$ cat src/rtl/pipe_run_ctrl.sv
// Run controller for the pipelined core: sequences core reset/enable, counts
// RUN cycles and retirements, and stops on halt, cycle limit or retire watchdog.
module pipe_run_ctrl #(
  parameter int unsigned CNT_W       = 32,
  parameter int unsigned RST_CYCLES  = 2,
  parameter int unsigned MAX_CYCLES  = 25,
  parameter int unsigned WDOG_CYCLES = 8
) (
  input  logic             clk,
  input  logic             rst,
  input  logic             start,
  input  logic             halt_req,
  input  logic             retire,
  output logic             core_rst,
  output logic             core_en,
  output logic [CNT_W-1:0] cycle_cnt,
  output logic [CNT_W-1:0] retire_cnt,
  output logic             done,
  output logic [1:0]       status
);

  localparam int unsigned RW = (RST_CYCLES > 1) ? $clog2(RST_CYCLES) : 1;
  localparam logic [RW-1:0]    RST_LAST = RW'(RST_CYCLES - 1);
  localparam logic [CNT_W-1:0] MAX_C    = CNT_W'(MAX_CYCLES);
  localparam logic [CNT_W-1:0] WDOG_C   = CNT_W'(WDOG_CYCLES);

  typedef enum logic [1:0] {
    S_IDLE,
    S_RESET,
    S_RUN,
    S_DONE
  } state_t;

  typedef enum logic [1:0] {
    ST_NONE  = 2'b00,
    ST_HALT  = 2'b01,
    ST_LIMIT = 2'b10,
    ST_WDOG  = 2'b11
  } status_t;

  state_t           state, state_n;
  status_t          status_q, status_n;
  logic [RW-1:0]    rcnt, rcnt_n;
  logic [CNT_W-1:0] cyc_n, ret_n, idle_cnt, idle_n;
  logic [CNT_W-1:0] cyc_inc, ret_inc, idle_inc;
  logic             launch;

  // Saturating increments: counters stick at all-ones instead of wrapping.
  assign cyc_inc  = (&cycle_cnt)  ? cycle_cnt  : cycle_cnt  + 1'b1;
  assign ret_inc  = (&retire_cnt) ? retire_cnt : retire_cnt + 1'b1;
  assign idle_inc = (&idle_cnt)   ? idle_cnt   : idle_cnt   + 1'b1;

  always_comb begin
    state_n  = state;
    status_n = status_q;
    rcnt_n   = rcnt;
    cyc_n    = cycle_cnt;
    ret_n    = retire_cnt;
    idle_n   = idle_cnt;
    launch   = 1'b0;

    unique case (state)
      S_IDLE:  launch = start;
      S_RESET: begin
        if (rcnt == RST_LAST) state_n = S_RUN;
        else                  rcnt_n  = rcnt + 1'b1;
      end
      S_RUN: begin
        cyc_n = cyc_inc;
        if (retire) begin
          ret_n  = ret_inc;
          idle_n = '0;
        end else begin
          idle_n = idle_inc;
        end
        // Exit priority: halt, then cycle limit, then watchdog.
        if (halt_req) begin
          state_n  = S_DONE;
          status_n = ST_HALT;
        end else if ((MAX_CYCLES != 0) && (cyc_inc == MAX_C)) begin
          state_n  = S_DONE;
          status_n = ST_LIMIT;
        end else if ((WDOG_CYCLES != 0) && !retire && (idle_inc == WDOG_C)) begin
          state_n  = S_DONE;
          status_n = ST_WDOG;
        end
      end
      S_DONE:  launch = start;
      default: state_n = S_IDLE;
    endcase

    if (launch) begin
      state_n  = S_RESET;
      status_n = ST_NONE;
      rcnt_n   = '0;
      cyc_n    = '0;
      ret_n    = '0;
      idle_n   = '0;
    end
  end

  always_ff @(posedge clk or posedge rst) begin
    if (rst) begin
      state      <= S_IDLE;
      status_q   <= ST_NONE;
      rcnt       <= '0;
      cycle_cnt  <= '0;
      retire_cnt <= '0;
      idle_cnt   <= '0;
      core_rst   <= 1'b1;
      core_en    <= 1'b0;
      done       <= 1'b0;
    end else begin
      state      <= state_n;
      status_q   <= status_n;
      rcnt       <= rcnt_n;
      cycle_cnt  <= cyc_n;
      retire_cnt <= ret_n;
      idle_cnt   <= idle_n;
      core_rst   <= (state_n == S_IDLE) || (state_n == S_RESET);
      core_en    <= (state_n == S_RUN);
      done       <= (state_n == S_DONE);
    end
  end

  assign status = status_q;

endmodule

$ cat config.mk
export PLATFORM = sky130hd
export DESIGN_NAME = pipe_run_ctrl
export DESIGN_NICKNAME = d
export VERILOG_FILES = /design/src/rtl/pipe_run_ctrl.sv
export SDC_FILE = /design/constraint.sdc
export NUM_CORES = 1
export LEC_CHECK = 0
export CORE_MARGIN = 10
export CORE_UTILIZATION = 55
export DETAILED_ROUTE_END_ITERATION = 7
export GPL_ROUTABILITY_DRIVEN = 0
export GPL_TIMING_DRIVEN = 0
export PLACE_DENSITY = 0.8
export REMOVE_ABC_BUFFERS = 1
export SLEW_MARGIN = 10
export SYNTH_ARGS = -nofsm -noshare
export SYNTH_HDL_FRONTEND = slang
export SYNTH_SLANG_ARGS = --single-unit
$ cat constraint.sdc
create_clock -name clk -period 8 [get_ports clk]
set_input_delay 1.2 -clock clk [delete_from_list [all_inputs] [get_ports clk]]
set_output_delay 1.2 -clock clk [all_outputs]
set_load 0.01 [all_outputs]
Word level (Yosys, flattened, before mapping)
Cells that the tools add are included.

operators by class
  multiplexer cells = 26
  equal/unequal tests = 9
  reductions and logical operators = 15
  $add $sub $neg = 4

operators with widths
  cell                                                              count
  32-bit two-way mux                                                11
  32-bit by 1-bit adder with 32-bit output, second input constant   3
  32-bit AND reduction                                              3
  32-bit by 4-bit == test with 1-bit output, second input constant  1
  32-bit by 5-bit == test with 1-bit output, second input constant  1
  2-bit two-way mux                                                 10
  2-bit == test, second input constant                              4
  2-bit nonzero test                                                3
  2-bit by 1-bit == test with 1-bit output, second input constant   2
  2-bit zero test                                                   2
  1-bit two-way mux                                                 4
  2-bit case mux with 2 select lines                                1
  4-bit nonzero test                                                1
  3-bit AND reduction                                               1
  2-bit != test, second input constant                              1
  2-bit AND reduction                                               1
  2-bit OR reduction                                                1
  1-bit adder, second input constant                                1
  1-bit logical AND                                                 1
  1-bit zero test                                                   1
  1-bit logical OR                                                  1

word-level totals
  output and inout bits = 69
  flip-flop bits (word level) = 104
  word-level logic and storage cells = 63
  input port bits = 5

Logic depth before layout (Yosys ltp)
  word-level depth = 11
  depth in mapped cells = 12
  mapped depth without buffers = 10

Least setup slack after synthesis
No wires, ideal clock.

  path type = input to register
  from = in retire
  to = reg retire_cnt[25]
  arrival time = 2.920 ns
  setup slack = 4.948 ns
  required time = 7.868 ns
  buffers on the path = 2
  stages = 8
  library setup time = 0.132 ns
  cell sequence = o311a_1 -> clkbuf_1 -> nor2_1 -> or4b_2 -> clkbuf_1 -> nor4_1 -> xnor2_1 -> nor2_1

between the ends
  word-level cells in the longest chain between the ends = 2

RTL lines
  item                           line  source
  from (decl)                    13    input logic retire,
  2-bit nonzero test (no line)   n/a
  3-bit AND reduction (no line)  n/a
  to (signal assigned)           118   retire_cnt <= ret_n;
  to (decl)                      17    output logic [CNT_W-1:0] retire_cnt,

Every way passes these cells.
A chain may end at the register's enable or synchronous reset.

Worst setup path after layout
  from = reg idle_cnt[0]
  to = reg status_q[0], in the netlist status[0]

between the ends
  word-level cells in the longest chain between the ends = 6
  elaborated cells between the ends (all ways) = 7
  those cells by class = add/sub: 1; eq/ne: 1; mux: 1; reduce/logical: 4

RTL lines
  item                                                                              line  source
  from (decl)                                                                       44    logic [CNT_W-1:0] cyc_n, ret_n, idle_cnt, idle_n;
  from (signal assigned)                                                            119   idle_cnt <= idle_n;
  32-bit by 1-bit adder with 32-bit output or 32-bit AND reduction (tied branches)  51    assign idle_inc = (&idle_cnt) ? idle_cnt : idle_cnt + 1'b1;
  32-bit two-way mux (*)                                                            51
  32-bit by 4-bit == test with 1-bit output (*)                                     83    end else if ((WDOG_CYCLES != 0) && !retire && (idle_inc == WDOG_C)) begin
  1-bit logical AND (*)                                                             83
  4-bit nonzero test (no line) (*)                                                  n/a
  2-bit AND reduction (no line) (*)                                                 n/a
  to (signal assigned)                                                              115   status_q <= status_n;
  to (decl)                                                                         42    status_t status_q, status_n;

Mark *: on every way between the ends. The rest lies on a longest branch, timed or not.

==> metrics.md <==
| Metric | Value |
|---|---|
| H-tree Lvls | 3 |
| Dpl cells | 975 |
| Die span in x | 131 um |
| Starting Density | around 56% |
| Post-synth EDFFs | 0 |
| Area Overhead vs Synth | 14.3% |
| Post-Synthesis Cells | ~800 |
| Max Clock Freq | about 0.24 GHz |
| Tcrit/Tclk final | 53.2% |
| Clock Tree Root | clkbuf_16 |
| Slew margin rel. | 23.0% |
| Post-cts sizing count | 0 |
| Initial antenna violation count | 0 |
| Hold Path Class | reg2reg |
| Total power draw | 1.31 mW |
| GRT Residual Overflow | 0 |
| DR iter-0 viols | 1,146 |
| Share of cells above drive strength 1 | 6.28% |
| Crit Path Category | reg2reg |
| GRT Total Usage | 20.9% |
| Post-CTS Setup Inserts | 0 |
| Largest net degree at the start of global routing | 80 |
| I/O pin total | 74 |
| Max clock buf depth | 2 |
| Wire per inst | 17.6 um |
| Pwr Density | 170 nW/um^2 |
| Crit-path max FO | 18 |
| First-pass GRT wire length | between 20 and 30 mm |
| Status | finished clean |
| CP required | 8.27 ns |
| Core area | ~12,000 um^2 |
| CTS buffer count | 9 |
| Final Max Slew Viols | 0 |
| Unrepaired setup endpoints after global routing | false |
| Hold Vio Cnt, Final | 0 |
| TritonCTS clock tree | yes |
| Post-Layout Cell Count | 991 |
| CP Capture Type | flip-flop |
| Worst Setup Start Kind | flip-flop |
| Antenna diode count | 0 |
| Vias in the first global route | 6,028 |
| Library cells used by synthesis | 72 |
| Vias | 6,326 |
| FF+latch area | 2600 um^2 |
| Clock sink count | 104 |
| Cell Rows | 40 |
| Ys async rst share | between 90% and 100% |
| Clk Latency, worst-skew pair | between 0.3 and 0.4 ns |
| Post-CTS Hold Buffers | 0 |
| Hold_ws | 0.536 ns |
| Mapped Area | between 6000 and 7000 um^2 |
| Remaining DRCs | 0 |
| Syn. warnings | 0 |
| WL final | 17.5 mm |
| Crit path DAT | roughly 4.5 ns |
| Sequential share of the synthesized area | between 30% and 40% |
| Final net count | 850 |
| #FFs+latches synth | 104 |
| Final Setup Violations | 0 |
| Leak | 3.03 nW |
| Final min period | approximately 4.3 ns |
| DRT Pass-1 Iters | 5 |
| Predominant post-synthesis flop cell | dfrtp_1 |
| Maxcap violations | 0 |
| Area of the multi-input gates | 3750 um^2 |
| Filler cells | 1,008 |
| Worst-Margin Slew | approximately 1.2 ns |
| Clock-pin transition on the worst setup and hold timing paths | 0.07 ns |
| Worst Clk Skew | 0.0130 ns |
| IO Port Bufs | 73 |
| Die height | 131 um |
| Post-DP HPWL | 12.3 mm |
| Post-route ant nets | 0 |
| Die footprint | between 15,000 and 20,000 um^2 |
| Vias per cell | 6.38 |
| Setup TNS | 0 ns |
| Maximum vdd drop | 0.155 mV |
| Synthesized area per cell | 8.41 um^2 |
-- flip-flops by register name, summed over array words and instances (netlist names) --
name,count
core_rst,1
state,2
rcnt,1
cycle_cnt,32
idle_cnt,32
core_en,1
status,2
done,1
retire_cnt,32
-- layer usage --
layer / GRT usage (%) / up-vias / wire length [um]
met2: 34.8 / 261 / 8500
met1: 26.2 / 3078 / 7290
met5: 0 / - / 0
met3: 4.31 / 34 / 1270
li1: - / 2953 / -
met4: 7.85 / 0 / 387
-- layout by cell type, fill, tap and decap left out, drive strengths merged, types with 30 or more instances in the layout --
cell type,synthesis,final
clkdlybuf4s50,0,73
nor2,102,102
nand4,38,38
o21ai,63,63
a21oi,34,34
nor3,30,30
dfrtp,103,103
xor2,36,36
nand2,75,75
xnor2,30,30
nand3,39,39
-- metrics by stage --
stage | instance area (um^2) | setup slack, ns | utilization, %
global placement | 7340 | 2.09 | 61.1
CTS | 7680 | 3.86 | 64.0
finish | 7680 | 3.75 | 64.0
global route | 7680 | 3.47 | 64.0
floorplan | 6420 | 3.91 | -
detailed placement | 7400 | 3.88 | 61.6
-- cells by family after synthesis --
kind of cell | count (synthesis) | share of synthesized area, %
flip-flops | 104 | 38.7
AO/OA/AOI/OAI | 163 | 15.2
buffers and inverters | 69 | 5.64
multiplexers | 10 | 1.53
XOR/XNOR | 66 | 8.60
AND/OR/NAND/NOR | 381 | 29.2
adder cells (fa/ha/maj) | 6 | 1.12
-- report_power, final --
part / switching, mW / internal (mW) / leakage [nW]
Clock: 0.215 / 0.216 / 0.135
Combinational: 0.198 / 0.0993 / 1.45
Sequential: 0.0290 / 0.551 / 1.44
-- cell type report --
| cell class | count | area share [%] |
|---|---|---|
| clock buffers | 10 | 2.98 |
| clock inverters | 6 | 0.651 |
| inverters | 22 | 1.14 |
| multi-input cells | 626 | 48.8 |
| flip-flops and latches | 104 | 33.9 |
| well taps | 147 | 2.39 |
| repair buffers | 76 | 10.2 |
-- final timing paths --
path / start / to / slack (ns) / cells after the start
max in group asynchronous: rst / core_rst$_DFF_PP1_ / 6.15 / 3
min: idle_cnt[31]$_DFFE_PP0P_ / idle_cnt[31]$_DFFE_PP0P_ / 0.54 / 1
min in group asynchronous: rst / retire_cnt[6]$_DFFE_PP0P_ / 1.17 / 2
max: idle_cnt[0]$_DFFE_PP0P_ / status[0]$_DFFE_PP0P_ / 3.75 / 10
max reg2reg: idle_cnt[0]$_DFFE_PP0P_ / status[0]$_DFFE_PP0P_ / 3.75 / 10
min reg2reg: idle_cnt[31]$_DFFE_PP0P_ / idle_cnt[31]$_DFFE_PP0P_ / 0.54 / 1
-- worst max-delay path: stages, from the launching register on --
cell and delay, ns:
dfrtp_1 0.42, ha_1 0.29, nand4_2 0.22, nor4_4 0.78, nand3_1 0.63, a211oi_1 0.41
o211ai_1 0.16, nor4_1 0.34, or4b_4 0.53, o2bb2ai_1 0.15, a221oi_2 0.22
-- Yosys cell counts, types with 3 or more instances --
| cell | instances | area (um^2) |
|---|---|---|
| or3_1 | 19 | 119 |
| a211oi_1 | 5 | 37.5 |
| o211ai_1 | 3 | 22.5 |
| and3_1 | 17 | 106 |
| clkbuf_1 | 28 | 105 |
| o21ai_0 | 63 | 315 |
| nor2b_1 | 3 | 18.8 |
| o22ai_1 | 3 | 18.8 |
| and4_1 | 8 | 70.1 |
| a311oi_1 | 5 | 43.8 |
| nand2_1 | 75 | 282 |
| xor2_1 | 36 | 315 |
| ha_1 | 6 | 75.1 |
| xnor2_1 | 30 | 263 |
| nor2_1 | 102 | 383 |
| mux2i_1 | 8 | 80.1 |
| and3_2 | 6 | 45.0 |
| a31oi_1 | 12 | 75.1 |
| and2_1 | 8 | 50.1 |
| dfrtp_1 | 103 | 2580 |
| or2_2 | 6 | 37.5 |
| nor3_1 | 30 | 150 |
| nor4_1 | 9 | 56.3 |
| buf_2 | 9 | 45.0 |
| nand3_1 | 38 | 190 |
| inv_1 | 21 | 78.8 |
| nand4_1 | 37 | 231 |
| clkbuf_8 | 4 | 55.1 |
| and4_2 | 3 | 30.0 |
| a21oi_1 | 34 | 170 |
| o31ai_1 | 10 | 75.1 |
| clkbuf_2 | 3 | 15.0 |
| o21a_1 | 3 | 22.5 |
(Power assumes the default switching activity.)
